==> config.mk <==
export PLATFORM = sky130hd
export DESIGN_NAME = axi4_lite_rom_arbiter_flat
export DESIGN_NICKNAME = d
export VERILOG_FILES = /design/src/rtl/axi4_lite_rom_arbiter_if.sv /design/src/rtl/axi4_lite_rom_arbiter.sv /design/src/flat_wrapper.sv
export SDC_FILE = /design/constraint.sdc
export NUM_CORES = 1
export LEC_CHECK = 0
export ABC_AREA = 1
export BUFFER_PORTS_ARGS = -buffer_cell sky130_fd_sc_hd__buf_2
export CORE_AREA = 5 5 83 85
export CTS_BUF_LIST = sky130_fd_sc_hd__clkbuf_8
export DETAILED_ROUTE_END_ITERATION = 16
export DIE_AREA = 0 0 88 90
export PLACE_DENSITY = 0.69
export SYNTH_ARGS = -nofsm -noshare
export SYNTH_HDL_FRONTEND = slang
export SYNTH_SLANG_ARGS = --single-unit
==> constraint.sdc <==
create_clock -name iCLK -period 2.32 [get_ports iCLK]
set_input_delay 0.116 -clock iCLK [delete_from_list [all_inputs] [get_ports iCLK]]
set_output_delay 0.116 -clock iCLK [all_outputs]
set_load 0.05 [all_outputs]
==> src/rtl/axi4_lite_rom_arbiter_if.sv <==
// ---------------------------------------------------------------------------
// axi4_lite_rom_arbiter_if
// Read-only AXI4-Lite bundle (AR + R channels) shared by the core masters,
// the ROM arbiter and the ROM wrapper. Write channels are absent because the
// ROM never accepts writes.
//
// Parameters : ADDR_WIDTH - AR address width, DATA_WIDTH - R data width
// Modports   : master - drives ARVALID/ARPROT/ARADDR/RREADY
//              slave  - drives ARREADY/RVALID/RRESP/RDATA
// ---------------------------------------------------------------------------
interface axi4_lite_rom_arbiter_if #(
    parameter int ADDR_WIDTH = 32,
    parameter int DATA_WIDTH = 32
);
    logic                  ARVALID;
    logic [2:0]            ARPROT;
    logic [ADDR_WIDTH-1:0] ARADDR;
    logic                  ARREADY;
    logic                  RREADY;
    logic                  RVALID;
    logic [1:0]            RRESP;
    logic [DATA_WIDTH-1:0] RDATA;

    modport master (
        output ARVALID, ARPROT, ARADDR, RREADY,
        input  ARREADY, RVALID, RRESP, RDATA
    );

    modport slave (
        input  ARVALID, ARPROT, ARADDR, RREADY,
        output ARREADY, RVALID, RRESP, RDATA
    );
endinterface

==> src/rtl/axi4_lite_rom_arbiter.sv <==
// ---------------------------------------------------------------------------
// axi4_lite_rom_arbiter
// Shares the boot/instruction ROM read port between the instruction-fetch
// master (s0) and the data/load master (s1). A single transaction is in
// flight at a time; the AR channel of the granted master is muxed onto m one
// cycle after arbitration and the R channel is passed straight back.
//
// Ports:
//   iCLK - clock
//   iRST - asynchronous active-low reset
//   s0   - slave modport facing the instruction-fetch master
//   s1   - slave modport facing the data/load master
//   m    - master modport facing the ROM wrapper
//
// Configuration macro:
//   ARB_FIXED_PRIO_EN - when defined, s1 always wins a simultaneous request
//                       (s0 may starve); otherwise grant is round-robin.
// ---------------------------------------------------------------------------
module axi4_lite_rom_arbiter #(
    parameter int ADDR_WIDTH = 32,
    parameter int DATA_WIDTH = 32
) (
    input  logic                          iCLK,
    input  logic                          iRST,
    axi4_lite_rom_arbiter_if.slave        s0,
    axi4_lite_rom_arbiter_if.slave        s1,
    axi4_lite_rom_arbiter_if.master       m
);

    typedef enum logic [1:0] {
        IDLE = 2'd0,
        ADDR = 2'd1,
        DATA = 2'd2
    } state_t;

    localparam logic [DATA_WIDTH-1:0] RDATA_ZERO = '0;

    state_t state_q, state_d;
    logic   grant_q, grant_d;
    logic   rr_last_q, rr_last_d;

    logic                  sel_arvalid;
    logic [2:0]            sel_arprot;
    logic [ADDR_WIDTH-1:0] sel_araddr;
    logic                  sel_rready;

    // rr_last resets to 1 so that s0 wins the very first tie.
    always_ff @(posedge iCLK or negedge iRST) begin
        if (!iRST) begin
            state_q   <= IDLE;
            grant_q   <= 1'b0;
            rr_last_q <= 1'b1;
        end else begin
            state_q   <= state_d;
            grant_q   <= grant_d;
            rr_last_q <= rr_last_d;
        end
    end

    // Signals of the currently granted master, selected by the registered grant.
    always_comb begin
        sel_arvalid = grant_q ? s1.ARVALID : s0.ARVALID;
        sel_arprot  = grant_q ? s1.ARPROT  : s0.ARPROT;
        sel_araddr  = grant_q ? s1.ARADDR  : s0.ARADDR;
        sel_rready  = grant_q ? s1.RREADY  : s0.RREADY;
    end

    // Next-state and grant selection.
    always_comb begin
        state_d   = state_q;
        grant_d   = grant_q;
        rr_last_d = rr_last_q;
        case (state_q)
            IDLE: begin
                if (s0.ARVALID || s1.ARVALID) begin
                    state_d = ADDR;
                    if (s0.ARVALID && s1.ARVALID) begin
`ifdef ARB_FIXED_PRIO_EN
                        grant_d = 1'b1;
`else
                        grant_d = ~rr_last_q;
`endif
                    end else begin
                        grant_d = s1.ARVALID;
                    end
                end
            end
            ADDR: begin
                // A master that drops ARVALID early simply stalls us here.
                if (sel_arvalid && m.ARREADY) begin
                    state_d = DATA;
                end
            end
            DATA: begin
                if (m.RVALID && sel_rready) begin
                    rr_last_d = grant_q;
                    state_d   = IDLE;
                end
            end
            default: begin
                state_d = IDLE;
            end
        endcase
    end

    // Channel routing; everything is zero outside the phase that owns it,
    // so a slave RVALID seen in IDLE/ADDR is never accepted.
    always_comb begin
        m.ARVALID  = 1'b0;
        m.ARPROT   = 3'b000;
        m.ARADDR   = '0;
        m.RREADY   = 1'b0;
        s0.ARREADY = 1'b0;
        s0.RVALID  = 1'b0;
        s0.RRESP   = 2'b00;
        s0.RDATA   = RDATA_ZERO;
        s1.ARREADY = 1'b0;
        s1.RVALID  = 1'b0;
        s1.RRESP   = 2'b00;
        s1.RDATA   = RDATA_ZERO;
        case (state_q)
            ADDR: begin
                m.ARVALID = sel_arvalid;
                m.ARPROT  = sel_arprot;
                m.ARADDR  = sel_araddr;
                if (grant_q) begin
                    s1.ARREADY = m.ARREADY;
                end else begin
                    s0.ARREADY = m.ARREADY;
                end
            end
            DATA: begin
                m.RREADY = sel_rready;
                if (grant_q) begin
                    s1.RVALID = m.RVALID;
                    s1.RRESP  = m.RRESP;
                    s1.RDATA  = m.RDATA;
                end else begin
                    s0.RVALID = m.RVALID;
                    s0.RRESP  = m.RRESP;
                    s0.RDATA  = m.RDATA;
                end
            end
            default: begin
            end
        endcase
    end

endmodule
==> src/flat_wrapper.sv <==
// flat-port wrapper written by rule: the top's interface ports become plain ports
module axi4_lite_rom_arbiter_flat 
#(
    parameter int ADDR_WIDTH = 32,
    parameter int DATA_WIDTH = 32
)
  (iCLK, iRST, s0_ARVALID, s0_ARPROT, s0_ARADDR, s0_RREADY, s0_ARREADY, s0_RVALID, s0_RRESP, s0_RDATA, s1_ARVALID, s1_ARPROT, s1_ARADDR, s1_RREADY, s1_ARREADY, s1_RVALID, s1_RRESP, s1_RDATA, m_ARVALID, m_ARPROT, m_ARADDR, m_RREADY, m_ARREADY, m_RVALID, m_RRESP, m_RDATA);
  axi4_lite_rom_arbiter_if #(.ADDR_WIDTH(ADDR_WIDTH), .DATA_WIDTH(DATA_WIDTH)) s0_i ();
  axi4_lite_rom_arbiter_if #(.ADDR_WIDTH(ADDR_WIDTH), .DATA_WIDTH(DATA_WIDTH)) s1_i ();
  axi4_lite_rom_arbiter_if #(.ADDR_WIDTH(ADDR_WIDTH), .DATA_WIDTH(DATA_WIDTH)) m_i ();
  input  logic iCLK;
  input  logic iRST;
  input wire logic [$bits(s0_i.ARVALID)-1:0] s0_ARVALID;
  input wire logic [$bits(s0_i.ARPROT)-1:0] s0_ARPROT;
  input wire logic [$bits(s0_i.ARADDR)-1:0] s0_ARADDR;
  input wire logic [$bits(s0_i.RREADY)-1:0] s0_RREADY;
  output wire logic [$bits(s0_i.ARREADY)-1:0] s0_ARREADY;
  output wire logic [$bits(s0_i.RVALID)-1:0] s0_RVALID;
  output wire logic [$bits(s0_i.RRESP)-1:0] s0_RRESP;
  output wire logic [$bits(s0_i.RDATA)-1:0] s0_RDATA;
  input wire logic [$bits(s1_i.ARVALID)-1:0] s1_ARVALID;
  input wire logic [$bits(s1_i.ARPROT)-1:0] s1_ARPROT;
  input wire logic [$bits(s1_i.ARADDR)-1:0] s1_ARADDR;
  input wire logic [$bits(s1_i.RREADY)-1:0] s1_RREADY;
  output wire logic [$bits(s1_i.ARREADY)-1:0] s1_ARREADY;
  output wire logic [$bits(s1_i.RVALID)-1:0] s1_RVALID;
  output wire logic [$bits(s1_i.RRESP)-1:0] s1_RRESP;
  output wire logic [$bits(s1_i.RDATA)-1:0] s1_RDATA;
  output wire logic [$bits(m_i.ARVALID)-1:0] m_ARVALID;
  output wire logic [$bits(m_i.ARPROT)-1:0] m_ARPROT;
  output wire logic [$bits(m_i.ARADDR)-1:0] m_ARADDR;
  output wire logic [$bits(m_i.RREADY)-1:0] m_RREADY;
  input wire logic [$bits(m_i.ARREADY)-1:0] m_ARREADY;
  input wire logic [$bits(m_i.RVALID)-1:0] m_RVALID;
  input wire logic [$bits(m_i.RRESP)-1:0] m_RRESP;
  input wire logic [$bits(m_i.RDATA)-1:0] m_RDATA;
  assign s0_i.ARVALID = s0_ARVALID;
  assign s0_i.ARPROT = s0_ARPROT;
  assign s0_i.ARADDR = s0_ARADDR;
  assign s0_i.RREADY = s0_RREADY;
  assign s0_ARREADY = s0_i.ARREADY;
  assign s0_RVALID = s0_i.RVALID;
  assign s0_RRESP = s0_i.RRESP;
  assign s0_RDATA = s0_i.RDATA;
  assign s1_i.ARVALID = s1_ARVALID;
  assign s1_i.ARPROT = s1_ARPROT;
  assign s1_i.ARADDR = s1_ARADDR;
  assign s1_i.RREADY = s1_RREADY;
  assign s1_ARREADY = s1_i.ARREADY;
  assign s1_RVALID = s1_i.RVALID;
  assign s1_RRESP = s1_i.RRESP;
  assign s1_RDATA = s1_i.RDATA;
  assign m_ARVALID = m_i.ARVALID;
  assign m_ARPROT = m_i.ARPROT;
  assign m_ARADDR = m_i.ARADDR;
  assign m_RREADY = m_i.RREADY;
  assign m_i.ARREADY = m_ARREADY;
  assign m_i.RVALID = m_RVALID;
  assign m_i.RRESP = m_RRESP;
  assign m_i.RDATA = m_RDATA;
  axi4_lite_rom_arbiter #(.ADDR_WIDTH(ADDR_WIDTH), .DATA_WIDTH(DATA_WIDTH)) u_core (.iCLK(iCLK), .iRST(iRST), .s0(s0_i), .s1(s1_i), .m(m_i));
endmodule
After elaboration in Yosys (flattened, before gate mapping). Index checks and enable logic that the tools add are counted.

Equality and inequality tests: 5. Reductions and logical operators: 8. Bitwise operators: 1. Multiplexer cells: 29.

Operators with widths (count): $mux W32 (6); $mux W2 (7); $mux W1 (13); $mux W3 (2); $ne A2 B1 Y1 const B (3); $pmux W2 S3 (1); $reduce_and A2 Y1 (2); $logic_and A1 B1 Y1 (3); $reduce_and A3 Y1 (1); $eq A2 B1 Y1 const B (1); $eq A2 B2 Y1 const B (1); $logic_not A2 Y1 (1); $logic_or A1 B1 Y1 (1); $not A1 Y1 (1).

Word-level logic and storage cells: 46. Register bits: 4.

Longest topological paths before layout. Gate-level depths: netlist of run 1.

Word-level depth: 4. Gate-level depth with buffers: 6. Mapped depth without buffers: 6.

Least setup slack after synthesis of run 1. Ideal clock, no wire load.

Path type: register to output. Start: reg u_core.grant_q. End: out s0_ARREADY. Stages on the path, launching flop included: 4. Data required time: 2204 ps. Data arrival time: 1803 ps. Path buffers: 2. Setup slack: 401 ps. Cells stage by stage: dfrtp_1 buf_4 buf_6 nor3_1.

Cells in the longest elaborated chain, start to end: 2.

Ends and longest elaborated chain: start: declaration (line axi4_lite_rom_arbiter.sv:39) `logic grant_q, grant_d;`; start signal: assignment (line axi4_lite_rom_arbiter.sv:55) `grant_q <= grant_d;`; $mux W1 (line axi4_lite_rom_arbiter.sv:126) `if (grant_q) begin`; $mux W1 (line axi4_lite_rom_arbiter.sv:121) `case (state_q)`; end: declaration (line flat_wrapper.sv:17) `output wire logic [$bits(s0_i.ARREADY)-1:0] s0_ARREADY;`.

Every way passes these cells.

Final worst setup path of run 1.
Start: reg u_core.state_q[0]. End: out s0_RDATA[12].

Cells in the longest elaborated chain, start to end: 2.

Ends and longest elaborated chain: start: declaration (line axi4_lite_rom_arbiter.sv:38) `state_t state_q, state_d;`; start signal: assignment (line axi4_lite_rom_arbiter.sv:54) `state_q <= state_d;`; $eq A2 B2 Y1 (line axi4_lite_rom_arbiter.sv:121); $mux W32 (line axi4_lite_rom_arbiter.sv:121); end: declaration (line flat_wrapper.sv:20) `output wire logic [$bits(s0_i.RDATA)-1:0] s0_RDATA;`.

Every way passes these cells.

==> results of run 1 <==
==> synthesized netlist by cell type <==
cell       n
nor2_1    73
inv_1     39
nand2_1   83
o21bai_1   1
nand2_2    3
dfrtp_1    3
nor3_2     2
o21ai_0    1
buf_4      9
nor3_1     2
a21oi_1   37
nand3_1    1
o21ai_1    1
dfstp_2    1
buf_6      5
buf_2      3
clkbuf_1   1
inv_2      3
==> kinds of logic after synthesis <==
group	share of synthesized area, %
and+or+nand+nor	51.41
AOI/OAI and AO/OA	16.30
DFF	8.149
buffers and inverters	24.14
==> metrics by stage <==
step                area (µm²)  power, W  hold slack (ns)  setup WS (ns)
floorplan                 1244  0.002659          -0.1796         0.4011
detailed placement        2321  0.003223         -0.07685         0.7442
finish                    2376  0.003356           0.1971         0.5088
global route              2376  0.003565           0.2323         0.3738
CTS                       2376  0.003385           0.1981         0.5088
global placement          2321  0.003196         -0.07898         0.7402
==> tightest hold or removal path, delay by kind of cell <==
kind,cells,cell delay (ns)
buf+inv,1,0.11
compound gates,1,0.09
simple gates,1,0.07
==> sequential cells by signal, indices dropped and copies added (netlist names) <==
| signal | cells |
|---|---|
| u_core.state_q | 2 |
| u_core.grant_q | 1 |
| u_core.rr_last_q | 1 |
==> routing by layer <==
layer  vias to the layer above  GRT usage (%)
li1                       1210              -
met1                       979          15.16
met2                        96          28.02
met3                         6          2.194
met4                         0          2.685
met5                         -              0
==> area by class of cell <==
type | count | share of cell area (%)
Tap cell | 77 | 4.055
Multi-Input combinational cell | 204 | 35.44
Clock buffer | 3 | 1.738
Sequential cell | 4 | 4.265
Timing Repair Buffer | 224 | 47.71
Inverter | 42 | 6.635
Clock inverter | 1 | 0.1580
==> timing repair <==
action / CTS / global route
hold buffers: 1 / 0
setup buffers: 0 / 0
endpoints found under the hold margin: 4 / 0
==> power breakdown <==
group / switching [W] / internal, W / total (W)
clock: 0.0000354 / 0.000113 / 0.000148
sequential: 0.0000359 / 0.000110 / 0.000145
combinational: 0.00245 / 0.000613 / 0.00306
total: 0.00252 / 0.000836 / 0.00336
==> how the worst max path moves through the flow <==
| stage | from | to | slack (ns) | cells past startpoint |
|---|---|---|---|---|
| floorplan | u_core.grant_q | s0_ARREADY | 0.40 | 3 |
| global placement | u_core.state_q[0] | s1_RVALID | 0.74 | 6 |
| detailed placement | u_core.state_q[0] | s1_RVALID | 0.74 | 6 |
| CTS | u_core.grant_q | m_ARADDR[22] | 0.51 | 5 |
| global route | u_core.state_q[0] | s1_RRESP[1] | 0.37 | 6 |
| finish | u_core.state_q[0] | s0_RDATA[12] | 0.51 | 6 |
==> results.yml, run 1 <==
run:
  maxCapViolations: 0
logic_synthesis:
  synth_area_leader_cell: "nand2_1"
  yosys_warnings: 0
  synthCells: 268
  ys_seq_elements: 4
  netlist.area_leader.share_pct: 25.05
  synth.yosys.seq_area_share_pct: 8.149
  syn_nets: 380
  synthTopCellsByArea: "nand2_1 (25%), nor2_1 (22%), a21oi_1 (15%), inv_1 (12%), dfrtp_1 (6.0%)"
  avgSynthCellArea_um2: 4.641
  ys_types: 18
  syn_area_mm2: 0.001244
detailed_routing:
  firstDrtPassIters: 4
  routed.top_layer: "met4"
  routed-wl-met3_um: 515
  drtAntennaViolNets: 0
  vias_per_cell: 4.128
  drcViolationCount: 0
  dr_wl_met2_um: 3355
  met1Wirelength_um: 2322
  wl_per_cell_um: 11.24
  vias: 2291
  drtIter0Drc: 81
  drt_wl_total_um: 6237
timing:
  finalSetupViolations: 0
  fin_skew_ns: 0.001446
  fmax_mhz: 552.1
  hold_viol: 0
  grt_setup_unrepaired: "false"
  fin_tns_setup_ns: 0
  relSlewSlack_pct: 58.55
  worst_slew_pin_slew_ns: 0.6195
  fin_crit_sh_pct: 78.07
  min_period_ns: 1.811
  finalMaxSlewViolations: 0
worst_setup_path:
  crit_chain: "inv_2 > nand2_2 > inv_2 > nand2_2 > nor2_1 > buf_2"
  cp.arrival_ns: 1.70
  r2r_start: "u_core.grant_q"
  crit_buf_inv: 3
  required_ns: 2.20
  cp_slowest_cell: "dfrtp_1"
  max_stage_delay_ns: 0.40
  r2r-end: "u_core.rr_last_q"
  end_kind: "output pin"
  crit_path_max_fanout: 35
  cp-start-kind: "flip-flop"
  critPathKind: "flip-flop to output pin"
  worstRegToRegCells: 6
  critPathTopFamily: "simple AND/OR/NAND/NOR gates"
  r2r_slack_ns: 0.85
layout:
  syn2layout_area_growth_pct: 91.05
  final_common_cell: "buf_2"
  final_layout_size_suffix_gt1_share_pct: 49.16
  finalNonFillerCells: 555
  layout_common_cells: "buf_2 (220), nand2_1 (83), nor2_1 (73), inv_1 (40), a21oi_1 (37)"
  multi_input_area_um2: 842.1
  antennaDiodeCount: 0
  final_core_util_pct: 38.75
  layout.nets: 591
  nFillCells: 681
  regArea_um2: 101.3
global_routing:
  gr-total-overflow: 0
  grt_antenna_before_repair: 0
  grt_max_degree: 41
  track_usage_pct: 14.12
  grt_pass1_wl_um: 9618
  grt_pass1_vias: 2189
power:
  power.density_mw_per_mm2: 1412
  p_leak_nw: 1.750
  max-vdd-ir-drop_v: 0.0009594
clocking:
  postCtsResizedCells: 0
  ctsLongestPathBuffers: 2
  clkLatencyLatePin_ns: 0.21
  htreeDepth: 1
  clock-root-buffer: "clkbuf_8"
  path_clk_slew_ns: 0.03
  cts_tree: "yes"
  cts_made_buffers: 3
  cts_sinks: 4
status:
  status: "finished, final reports clean"
hold_path:
  min_to: "u_core.rr_last_q"
  hold_path.class: "primary input to flip-flop"
  hold_path_depth: 3
  hp-start: "m_RVALID"
die:
  row_count: 29
  start_util_pct: 20.28
  coreArea_mm2: 0.006132
  die_h_um: 90
  fp.dieW_um: 88
  fp.dieArea_mm2: 0.007920
  io_pins: 221
placement:
  placed_cells: 550
  gp_congestion: 0.8700
  io_buffers: 220
  dp_hpwl_um: 5242
No activity file was read; power rests on OpenSTA's default activity.
==> inputs of run 2 (changes only) <==
--- a/config.mk
+++ b/config.mk
@@ -7,11 +7,11 @@
 export LEC_CHECK = 0
 export ABC_AREA = 1
 export BUFFER_PORTS_ARGS = -buffer_cell sky130_fd_sc_hd__buf_2
-export CORE_AREA = 5 5 83 85
+export CORE_AREA = 5 5 82 84
 export CTS_BUF_LIST = sky130_fd_sc_hd__clkbuf_8
 export DETAILED_ROUTE_END_ITERATION = 16
-export DIE_AREA = 0 0 88 90
-export PLACE_DENSITY = 0.69
+export DIE_AREA = 0 0 87 89
+export PLACE_DENSITY = 0.71
 export SYNTH_ARGS = -nofsm -noshare
 export SYNTH_HDL_FRONTEND = slang
 export SYNTH_SLANG_ARGS = --single-unit
==> constraint.sdc (replaced) <==
create_clock -name iCLK -period 1.8 [get_ports iCLK]
set_input_delay 0.09 -clock iCLK [delete_from_list [all_inputs] [get_ports iCLK]]
set_output_delay 0.09 -clock iCLK [all_outputs]
set_load 0.05 [all_outputs]
==> run 2 against run 1 <==
Compared with the run above: die area is 2.2% lower; hold slack worse by 0.036 ns; clock power is 34% higher; via count is 1.6% higher; critical endpoint is now s1_RDATA[11].
==> results.yml, run 2 (synthesis gave the netlist of run 1 again) <==
power:
  max-vdd-ir-drop_v: 0.001266
  p_sw_share_pct: 74.04
  p_leak_nw: 1.770
  switching_power_w: 0.003264
  p_comb_share_pct: 91.3
  p_clk_share_pct: 4.5
  internal-power_w: 0.001144
  power.density_mw_per_mm2: 1802
  p_seq_share_pct: 4.2
  total_power_w: 0.004408
die:
  fp.dieW_um: 87
  io_pins: 221
  fp.dieArea_mm2: 0.007743
  die_h_um: 89
  start_util_pct: 21.26
  row_count: 28
  coreArea_mm2: 0.005851
worst_setup_path:
  cp-start-kind: "flip-flop"
  r2r-end: "u_core.state_q[1]"
  cp.arrival_ns: 1.58
  required_ns: 1.71
  end_kind: "output pin"
  worstRegToRegCells: 6
  critPathKind: "flip-flop to output pin"
  r2r_slack_ns: 0.54
  r2r_start: "u_core.grant_q"
  crit_path_max_fanout: 23
placement:
  dpl_worst_slack_ns: 0.3432
  gp_congestion: 0.8610
  io_buffers: 220
  dp_hpwl_um: 5403
timing:
  fin_tns_setup_ns: 0
  finalMaxSlewViolations: 0
  grt_setup_unrepaired: "false"
  min_period_ns: 1.668
  fin_ws_ns: 0.1324
  relSlewSlack_pct: 75.88
  finalSetupViolations: 0
  fmax_mhz: 599.7
  fin_skew_ns: 0.003509
  fin_crit_sh_pct: 92.64
  hold_viol: 0
  worst_slew_pin_slew_ns: 0.3618
status:
  status: "finished, final reports clean"
layout:
  final_layout_size_suffix_gt1_share_pct: 49.79
  layout.nets: 595
  final_core_util_pct: 41.81
  top_register: "u_core.state_q"
  largest_reg_flops: 2
  syn2layout_area_growth_pct: 96.68
  top_regs: "u_core.state_q: 2 flops, u_core.grant_q: 1 flops, u_core.rr_last_q: 1 flops"
  antennaDiodeCount: 0
  final_common_cell: "buf_2"
  layout_common_cells: "buf_2 (212), nand2_1 (83), nor2_1 (73), inv_1 (40), a21oi_1 (37)"
clocking:
  cts_made_buffers: 3
  path_clk_slew_ns: 0.04
  cts_tree: "yes"
  clock-root-buffer: "clkbuf_8"
  cts_sinks: 4
  htreeDepth: 1
  ctsLongestPathBuffers: 2
  clkLatencyLatePin_ns: 0.22
detailed_routing:
  drcViolationCount: 0
  drtIter0Drc: 61
  vias: 2327
  drt_wl_total_um: 6460
  vias_per_cell: 4.178
  wl_per_cell_um: 11.60
  drtAntennaViolNets: 0
  firstDrtPassIters: 4
global_routing:
  gr-total-overflow: 0
  grt_max_degree: 38
  grt_pass1_vias: 2046
  grt_pass1_wl_um: 9232
  grt_antenna_before_repair: 0
  track_usage_pct: 14.13
run:
  maxCapViolations: 0
hold_path:
  hp-start: "m_RVALID"
  hold_path.class: "primary input to flip-flop"
  hold_path_depth: 3
  min_to: "u_core.rr_last_q"
==> run 2: worst max path at each step <==
stage | depth (start not counted) | startpoint | slack, ns | endpoint
3_5_place_dp | 5 | u_core.grant_q | 0.34 | s0_RDATA[18]
5_1_grt | 7 | u_core.state_q[0] | 0.002 | s1_RRESP[1]
3_3_place_gp | 5 | u_core.grant_q | 0.36 | m_ARADDR[11]
6_report | 7 | u_core.state_q[0] | 0.13 | s1_RDATA[11]
2_1_floorplan | 5 | u_core.state_q[1] | 0.1 | m_ARADDR[12]
4_1_cts | 7 | u_core.state_q[0] | 0.11 | s1_RDATA[0]
==> run 2: cell type report <==
class | count | area (µm²)
inverter | 42 | 158.9
multi-input combinational | 204 | 847.1
clock inverter | 1 | 3.754
fill | 653 | 3405
clock buffer | 3 | 41.29
timing repair buffer | 228 | 1200
tap | 75 | 93.84
sequential | 4 | 101.3
==> run 2: metrics by stage <==
| step | area (µm²) | hold WS [ns] | cells |
|---|---|---|---|
| after floorplan | 1249 | -0.2056 | 268 |
| after detailed placement | 2366 | -0.1015 | 552 |
| after global placement | 2366 | -0.1044 | 552 |
| after CTS | 2421 | 0.1621 | 557 |
| after global routing | 2446 | 0.1945 | 557 |
| final | 2446 | 0.1610 | 557 |
==> run 2: routing by layer <==
metal / GRT usage, % / wire [µm] / share of wire [%]
met5: 0 / 0 / 0
met3: 2.212 / 577 / 8.9
met2: 27.61 / 3553 / 55
met4: 3.258 / 32 / 0.50
met1: 15.92 / 2296 / 36
==> run 2: what timing repair did <==
item	CTS	global route
hold buffers	1	0
setup endpoints to repair	0	10
endpoints found under the hold margin	4	0
resized for setup	0	11
setup buffers	0	0
==> run 2: power groups by stage <==
stage | Clock (W) | Sequential [W] | Combinational [W]
2_1_floorplan | 0 | 0.000177 | 0.00326
3_3_place_gp | 0 | 0.000183 | 0.00401
3_5_place_dp | 0 | 0.000184 | 0.00403
4_1_cts | 0.000205 | 0.000183 | 0.00404
5_1_grt | 0.000217 | 0.000192 | 0.00429
6_report | 0.000198 | 0.000184 | 0.00403
==> run 2: worst max-delay path, stage by stage, from the launching register on <==
cell     delay [ns]
dfrtp_1        0.40
inv_2          0.06
nand2_2        0.08
inv_2          0.09
nand2_2        0.11
buf_4          0.24
nor2_1         0.10
buf_2          0.26
==> inputs of run 3 (changes only) <==
--- a/config.mk
+++ b/config.mk
@@ -12,6 +12,7 @@
 export DETAILED_ROUTE_END_ITERATION = 16
 export DIE_AREA = 0 0 87 89
 export PLACE_DENSITY = 0.71
+export REMOVE_ABC_BUFFERS = 1
 export SYNTH_ARGS = -nofsm -noshare
 export SYNTH_HDL_FRONTEND = slang
 export SYNTH_SLANG_ARGS = --single-unit
==> run 3 against run 2 <==
Compared with the run above: non-clock buffer count down 2; largest cell class unchanged; clock-buffer cell count stayed put; sequential share of layout area shrank 0.071 points; register-to-register slack about the same; via count grew 2.8%; critical endpoint is now m_ARADDR[22].
==> results.yml, run 3 (synthesis gave the netlist of run 1 again) <==
status:
  status: "finished, final reports clean"
worst_setup_path:
  crit_path_max_fanout: 40
  required_ns: 1.71
  crit_buf_inv: 3
  cp-start-kind: "flip-flop"
  crit_chain: "inv_2 > buf_12 > nand2_1 > a21oi_1 > buf_2"
  end_kind: "output pin"
  cp.arrival_ns: 1.57
  critPathKind: "flip-flop to output pin"
  max_stage_delay_ns: 0.45
  critPathTopFamily: "buffers and inverters"
  cp_slowest_cell: "dfrtp_1"
layout:
  largest_reg_flops: 2
  final_common_cell: "buf_2"
  top_regs: "u_core.state_q: 2 flops, u_core.grant_q: 1 flops, u_core.rr_last_q: 1 flops"
  final_layout_size_suffix_gt1_share_pct: 49.38
  layout.nets: 593
  multi_input_area_um2: 842.1
  design_area_mm2: 0.002489
  top_register: "u_core.state_q"
  regArea_um2: 101.3
  syn2layout_area_growth_pct: 100.1
  layout_common_cells: "buf_2 (216), nand2_1 (83), nor2_1 (73), inv_1 (40), a21oi_1 (37)"
  nFillCells: 660
global_routing:
  grt_antenna_before_repair: 1
  grt_pass1_wl_um: 10160
  grt_max_degree: 41
  track_usage_pct: 16.10
  grt_pass1_vias: 2198
  gr-total-overflow: 0
power:
  p_sw_share_pct: 73.70
  total_power_w: 0.004471
  p_comb_share_pct: 91.2
  p_leak_nw: 1.784
  switching_power_w: 0.003295
  p_clk_share_pct: 4.5
  power.density_mw_per_mm2: 1796
  internal-power_w: 0.001176
  max-vdd-ir-drop_v: 0.001142
  p_seq_share_pct: 4.3
die:
  fp.dieArea_mm2: 0.007743
  io_pins: 221
  coreArea_mm2: 0.005851
  row_count: 28
  fp.dieW_um: 87
  die_h_um: 89
  start_util_pct: 21.26
hold_path:
  hold_path.class: "primary input to flip-flop"
detailed_routing:
  drtIter0Drc: 90
  drtAntennaViolNets: 0
  drcViolationCount: 0
  routed-wl-met3_um: 865
  vias: 2392
  routed.top_layer: "met4"
  firstDrtPassIters: 4
  vias_per_cell: 4.302
  dr_wl_met2_um: 3424
  wl_per_cell_um: 12.67
  drt_wl_total_um: 7042
  met1Wirelength_um: 2622
timing:
  finalSetupViolations: 0
  relSlewSlack_pct: 74.46
  grt_setup_unrepaired: "false"
  fin_skew_ns: 0.0002480
  fin_crit_sh_pct: 91.97
  hold_viol: 0
  fmax_mhz: 604.1
  min_period_ns: 1.655
  finalMaxSlewViolations: 0
  worst_slew_pin_slew_ns: 0.3831
clocking:
  hold_buffers: 1
  ctsLongestPathBuffers: 2
  cts_sinks: 4
  postCtsSetupBuffers: 0
  path_clk_slew_ns: 0.03
  cts_made_buffers: 3
  clkLatencyLatePin_ns: 0.22
  cts_tree: "yes"
  clock-root-buffer: "clkbuf_8"
  postCtsResizedCells: 0
  htreeDepth: 1
placement:
  io_buffers: 220
  dp_hpwl_um: 5963
  placed_area_mm2: 0.002431
  gp_congestion: 0.8664
run:
  maxCapViolations: 0
-- run 3: power by group through the flow --
stage          clock network, W  registers, W  logic (W)
2_1_floorplan                 0      0.000246    0.00293
3_3_place_gp                  0      0.000190    0.00408
3_5_place_dp                  0      0.000194    0.00410
4_1_cts                0.000198      0.000194    0.00411
5_1_grt                0.000223      0.000197    0.00432
6_report               0.000202      0.000192    0.00408
-- run 3: final cells by class --
cell class                 instances  share of cell area (%)
antenna                            1                  0.1006
clock buffer                       3                   1.659
clock inverter                     1                  0.1508
inverter                          42                   6.335
multi-input combinational        204                   33.84
sequential                         4                   4.072
tap                               75                   3.771
timing repair buffer             226                   50.08
-- run 3: through the flow --
stage          setup slack, ns  TNS [ns]  hold slack, ns  util, %  std cells
2_1_floorplan          -0.6477    -52.31         -0.2056        -        250
3_3_place_gp            0.3925         0         -0.1052    41.55        550
3_5_place_dp            0.3611         0         -0.1023    41.55        550
4_1_cts                 0.1305         0          0.1403    42.49        555
5_1_grt                0.03745         0          0.1660    42.54        556
6_report                0.1446         0          0.1312    42.54        556
-- run 3: routing by layer --
metal	track usage, %	up-vias
met3	3.687	10
met5	0	-
met2	28.99	162
met1	18.85	1004
li1	-	1216
met4	5.099	0
-- run 3: final timing paths --
check / from / end / slack, ns / cells past startpoint
worst max-delay path: u_core.grant_q / m_ARADDR[22] / 0.14 / 5
max in group asynchronous: iRST / u_core.rr_last_q / 1.39 / 2
worst max register to register: u_core.grant_q / u_core.rr_last_q / 0.55 / 6
worst min-delay path: m_RVALID / u_core.rr_last_q / 0.13 / 3
min in group asynchronous: iRST / u_core.state_q[0] / 0.21 / 2
worst min register to register: u_core.rr_last_q / u_core.rr_last_q / 0.49 / 2
-- run 3: worst reg2reg max path: stages (launching register included) --
cell and delay [ns]:
dfrtp_1 0.45, inv_2 0.12, buf_12 0.20, nand2_1 0.11
nand2_1 0.09, nand2_1 0.07, o21ai_0 0.14
